**src/rtl/trace_reader.sv**
```systemverilog
// Streams bytes from the capture BRAM to the UART transmitter, one byte in flight at a time.
// Define TRACE_CHECKSUM_EN to append an 8-bit sum of the data bytes after the last data byte.
module trace_reader #(
    parameter int ADDR_W  = 9,
    parameter int DATA_W  = 8,
    parameter int MAX_LEN = 512
) (
    input  logic              clk,
    input  logic              rst,
    input  logic              start,
    input  logic [ADDR_W-1:0] start_addr,
    input  logic [ADDR_W:0]   length,
    output logic              busy,
    output logic              done,
    output logic [ADDR_W-1:0] raddr,
    input  logic [DATA_W-1:0] rdata,
    input  logic              uart_tx_ready,
    output logic              uart_tx_enable,
    output logic [DATA_W-1:0] uart_data_to_tx
);

    localparam int LEN_W = ADDR_W + 1;
    localparam logic [LEN_W-1:0] MAX_LEN_V = LEN_W'(MAX_LEN);

    typedef enum logic [2:0] {
        IDLE,
        FETCH,
        LOAD,
        SEND,
        ACK,
        FINISH
    } state_t;

    state_t            state_reg, state_next;
    logic [ADDR_W-1:0] raddr_reg, raddr_next;
    logic [LEN_W-1:0]  remaining_reg, remaining_next;
    logic              busy_reg, busy_next;
    logic              done_reg, done_next;
    logic              en_reg, en_next;
    logic [DATA_W-1:0] data_reg, data_next;
    logic [LEN_W-1:0]  clamped_len;
    logic              start_ok;

`ifdef TRACE_CHECKSUM_EN
    logic [DATA_W-1:0] sum_reg, sum_next;
    logic              csum_reg, csum_next;
`endif

    always_comb begin
        clamped_len = (length > MAX_LEN_V) ? MAX_LEN_V : length;
        // done pulses while already back in IDLE; a start in that cycle is dropped
        start_ok    = start && !done_reg;
    end

    always_ff @(posedge clk) begin
        if (rst) begin
            state_reg     <= IDLE;
            raddr_reg     <= '0;
            remaining_reg <= '0;
            busy_reg      <= 1'b0;
            done_reg      <= 1'b0;
            en_reg        <= 1'b0;
            data_reg      <= '0;
`ifdef TRACE_CHECKSUM_EN
            sum_reg       <= '0;
            csum_reg      <= 1'b0;
`endif
        end else begin
            state_reg     <= state_next;
            raddr_reg     <= raddr_next;
            remaining_reg <= remaining_next;
            busy_reg      <= busy_next;
            done_reg      <= done_next;
            en_reg        <= en_next;
            data_reg      <= data_next;
`ifdef TRACE_CHECKSUM_EN
            sum_reg       <= sum_next;
            csum_reg      <= csum_next;
`endif
        end
    end

    always_comb begin
        state_next     = state_reg;
        raddr_next     = raddr_reg;
        remaining_next = remaining_reg;
        busy_next      = busy_reg;
        done_next      = 1'b0;
        en_next        = 1'b0;
        data_next      = data_reg;
`ifdef TRACE_CHECKSUM_EN
        sum_next       = sum_reg;
        csum_next      = csum_reg;
`endif
        case (state_reg)
            IDLE: begin
                if (start_ok) begin
                    raddr_next     = start_addr;
                    remaining_next = clamped_len;
                    busy_next      = 1'b1;
`ifdef TRACE_CHECKSUM_EN
                    sum_next       = '0;
                    csum_next      = 1'b0;
                    if (clamped_len == '0) begin
                        // empty transfer still emits the (zero) checksum byte
                        data_next  = '0;
                        csum_next  = 1'b1;
                        state_next = SEND;
                    end else begin
                        state_next = FETCH;
                    end
`else
                    state_next     = (clamped_len == '0) ? FINISH : FETCH;
`endif
                end
            end
            FETCH: begin
                state_next = LOAD;
            end
            LOAD: begin
                data_next  = rdata;
                raddr_next = raddr_reg + 1'b1;
`ifdef TRACE_CHECKSUM_EN
                sum_next   = sum_reg + rdata;
`endif
                state_next = SEND;
            end
            SEND: begin
                if (uart_tx_ready && !en_reg) begin
                    en_next    = 1'b1;
                    state_next = ACK;
`ifdef TRACE_CHECKSUM_EN
                    if (!csum_reg) begin
                        remaining_next = remaining_reg - 1'b1;
                    end
`else
                    remaining_next = remaining_reg - 1'b1;
`endif
                end
            end
            ACK: begin
                if (!uart_tx_ready) begin
                    if (remaining_reg == '0) begin
`ifdef TRACE_CHECKSUM_EN
                        if (!csum_reg) begin
                            data_next  = sum_reg;
                            csum_next  = 1'b1;
                            state_next = SEND;
                        end else begin
                            state_next = FINISH;
                        end
`else
                        state_next = FINISH;
`endif
                    end else begin
                        state_next = FETCH;
                    end
                end
            end
            FINISH: begin
                done_next  = 1'b1;
                busy_next  = 1'b0;
                state_next = IDLE;
            end
            default: begin
                state_next = IDLE;
            end
        endcase
    end

    assign busy            = busy_reg;
    assign done            = done_reg;
    assign raddr           = raddr_reg;
    assign uart_tx_enable  = en_reg;
    assign uart_data_to_tx = data_reg;

endmodule

```
**config.mk**
```make
export PLATFORM = sky130hd
export DESIGN_NAME = trace_reader
export DESIGN_NICKNAME = d
export VERILOG_FILES = /design/src/rtl/trace_reader.sv
export SDC_FILE = /design/constraint.sdc
export NUM_CORES = 1
export LEC_CHECK = 0
export ABC_AREA = 1
export CAP_MARGIN = 0
export CORE_MARGIN = 4
export CORE_UTILIZATION = 45
export DETAILED_ROUTE_END_ITERATION = 8
export PLACE_DENSITY = 0.85
export SYNTH_ARGS = -nofsm -noshare
export SYNTH_HDL_FRONTEND = slang
export SYNTH_SLANG_ARGS = --single-unit
```
**constraint.sdc**
```tcl
create_clock -name clk -period 2.53 [get_ports clk]
set_input_delay 0.506 -clock clk [delete_from_list [all_inputs] [get_ports clk]]
set_output_delay 0.506 -clock clk [all_outputs]
set_load 0.01 [all_outputs]
```
==> impl_metrics.ini <==
[outcome]
outcome = finished clean

[cts]
cts.sinks = 33
cts_resized = 0
clock_latency_ps = 280
root_buffer = clkbuf_8
clk_pin_slew_ps = 70
ctsHoldBuffers = 0
cts_tree = built
cts_buffer_depth = 2
numCtsBuffers = 5
post_cts_buffers = 0
ctsHtreeMaxLevel = 2

[logic_synthesis]
syn_area_mm2 = 0.00186
yosysWarningCount = 0
synth.ff_latch_count = 33
synth.avg_cell_area_um2 = 6.31
yosysTopAreaCellShare = 0.356
synth-simple-area-share = 0.364
synthXorXnorAreaFrac = 0.00944
netlist_instances = 294
synth_compound_area_frac = 0.156
synth_fp_nets = 327
ys_types = 31
synth_top_family_by_area = simple AND/OR/NAND/NOR gates
synthAdderAreaFrac = 0.0135
muxShareOfSynthArea = 0
seq_area_frac_synth = 0.356
yosysTopAreaCell = dfxtp_1
synth.area.top_cells = dfxtp_1, nand2_1, nor2_1

[critical_path]
path_cells = clkdlybuf4s50_1
slowest_stage = clkdlybuf4s50_1
crit_path_start_kind = flip-flop
crit_family = buffers and inverters
crit_fanout = 6
cp-end-kind = primary output
crit_required_ps = 2020
arrival_ps = 1290
cp_slowest_stage_delay_ps = 570
crit_type = flip-flop to primary output
cp_num_buf_inv = 1

[sta]
finalHoldWorstSlack_ps = 462
worst_pin_slew_ps = 462
setup_violations = 0
period_share = 0.708
clock.fmax_ghz = 0.558
min_period_ps = 1790
fin_ws_ps = 738
grt_setup_unrepaired = no
relSlewSlack = 0.691
skew_ps = 5.97
slew_viol_final = 0
finalHoldViolCount = 0
setup_tns_ps = 0

[floorplan]
num_rows = 23
initial_utilization = 0.464
coreArea_mm2 = 0.00400
dieArea_mm2 = 0.00522
die_w_um = 72.2
ioPinCount = 51
fp.dieH_um = 72.2

[layout]
syn_to_final_growth_pct = 33.2
drive_above_1_share = 0.0641
largest_reg_flops = 10
antennaDiodeCount = 0
fin_nets = 376

[power]
swShare = 0.355
power.leakage_nw = 1.09
p_seq_frac = 0.398
power_switching_uw = 610
internal_power_mw = 1.11
p_total_mw = 1.72
pwr-share-comb = 0.368
power_density_mw_per_mm2 = 695
irDropWorstVdd_mv = 0.374
pwr-share-clk = 0.234

[worst_hold_path]
hold_path.class = flip-flop to flip-flop

[placement]
pre_cts_ws_ps = 494
gp_congestion = 0.874
place.port_buffers = 50
dp_hpwl_mm = 3.29

[routing]
first_pass_iters = 4
via_count = 1991
drcViolationCount = 0
detail-route-antenna-nets = 0
via_per_inst = 5.07
wl_mm = 4.58
wire_per_inst_um = 11.7
first_iter_violations = 144

[global_routing]
overflow = 0
grt_max_degree = 23
grt_usage = 0.189
antenna_found_initial = 0
grt_pass1_vias = 1799
grt_pass1_wl_mm = 7.75

[run]
cap_violations = 0
==> cells in the mapped netlist <==
cell and number:
nor2_2 2, nand2_4 1, nor4_1 1, buf_1 2
o211ai_1 2, o21ai_1 2, a211oi_1 1, nand2_2 1
nor2_1 44, dfxtp_1 33, xor2_1 1, a21oi_1 25
nand3b_1 2, o31ai_1 1, nand4_1 3, nand3_1 23
inv_2 5, or2_2 2, buf_4 2, o21ai_0 18
ha_1 2, o21a_1 3, a31oi_1 2, buf_2 2
nand2_1 70, nor3_2 1, xnor2_1 1, nand3_2 2
nor3_1 4, inv_1 32, clkbuf_1 4
==> metrics by stage <==
step | utilization | area [um^2] | std cells
after floorplan | - | 1860 | 294
after global placement | 0.596 | 2390 | 386
after detailed placement | 0.596 | 2390 | 386
after CTS | 0.618 | 2470 | 393
after global routing | 0.618 | 2470 | 393
final | 0.618 | 2470 | 393
==> worst paths after layout <==
kind                                      start                            end  slack (ps)  cells past startpoint
setup / recovery          raddr[4]$_SDFFE_PP0P_                       raddr[4]         740                      1
hold reg to reg   remaining_reg[8]$_SDFFE_PP0P_  remaining_reg[8]$_SDFFE_PP0P_         460                      2
setup reg to reg      state_reg[0]$_SDFFE_PP0P_  remaining_reg[6]$_SDFFE_PP0P_         790                      6
hold / removal    remaining_reg[8]$_SDFFE_PP0P_  remaining_reg[8]$_SDFFE_PP0P_         460                      2
==> worst reg2reg max path, cell delays in order (launching register included) <==
cell     delay, ps
dfxtp_1        450
nand3_2        310
inv_1          390
o21ai_0        220
nand3_1        130
nand2_1         50
a21oi_1        120
==> cells by family (layout without fill, tap and decap cells) <==
group / count (synthesis) / count (layout)
simple gates: 156 / 156
xor+xnor: 2 / 2
flops: 33 / 33
buf+inv: 47 / 96
fa+ha+maj: 2 / 2
compound gates: 54 / 54
==> placed cells by master (no fill, tap or decap) <==
master           instances
xor2_1                   1
o21a_1                   3
a31oi_1                  2
buf_4                    2
nand3_2                  2
clkbuf_8                 6
nor3_1                   4
o211ai_1                 2
nand3_1                 23
clkdlybuf4s50_1         50
nor2_2                   2
nand2_2                  1
or2_2                    2
nand2_1                 70
a211oi_1                 1
a21oi_1                 25
nor4_1                   1
nor3_2                   1
nand3b_1                 2
inv_2                    5
clkbuf_1                 1
o21ai_0                 18
nor2_1                  44
nand2_4                  1
o31ai_1                  1
dfxtp_1                 33
inv_1                   32
o21ai_1                  2
xnor2_1                  1
ha_1                     2
nand4_1                  3
==> per-layer routing <==
| metal | vias to the layer above | share of wire | global-route usage |
|---|---|---|---|
| met2 | 63 | 0.45 | 0.299 |
| li1 | 1042 | - | - |
| met1 | 876 | 0.45 | 0.224 |
| met4 | 0 | 0.020 | 0.0877 |
| met5 | - | 0 | 0 |
| met3 | 10 | 0.088 | 0.0734 |
==> layout make-up <==
cell class | instances | area [um^2]
sequential | 33 | 661
inverter | 37 | 139
timing repair buffer | 52 | 515
tap | 50 | 62.6
clock buffer | 7 | 86.3
fill | 362 | 1530
multi-input combinational | 214 | 1010
==> power by group through the flow <==
stage                     Combinational [mW]  Sequential [mW]  Clock [mW]
after floorplan                        0.382            0.705           0
after global placement                 0.623            0.689           0
after detailed placement               0.632            0.691           0
after CTS                              0.635            0.682       0.412
after global routing                   0.714            0.697       0.444
final                                  0.633            0.684       0.401
No activity file was read; power rests on OpenSTA's default activity.
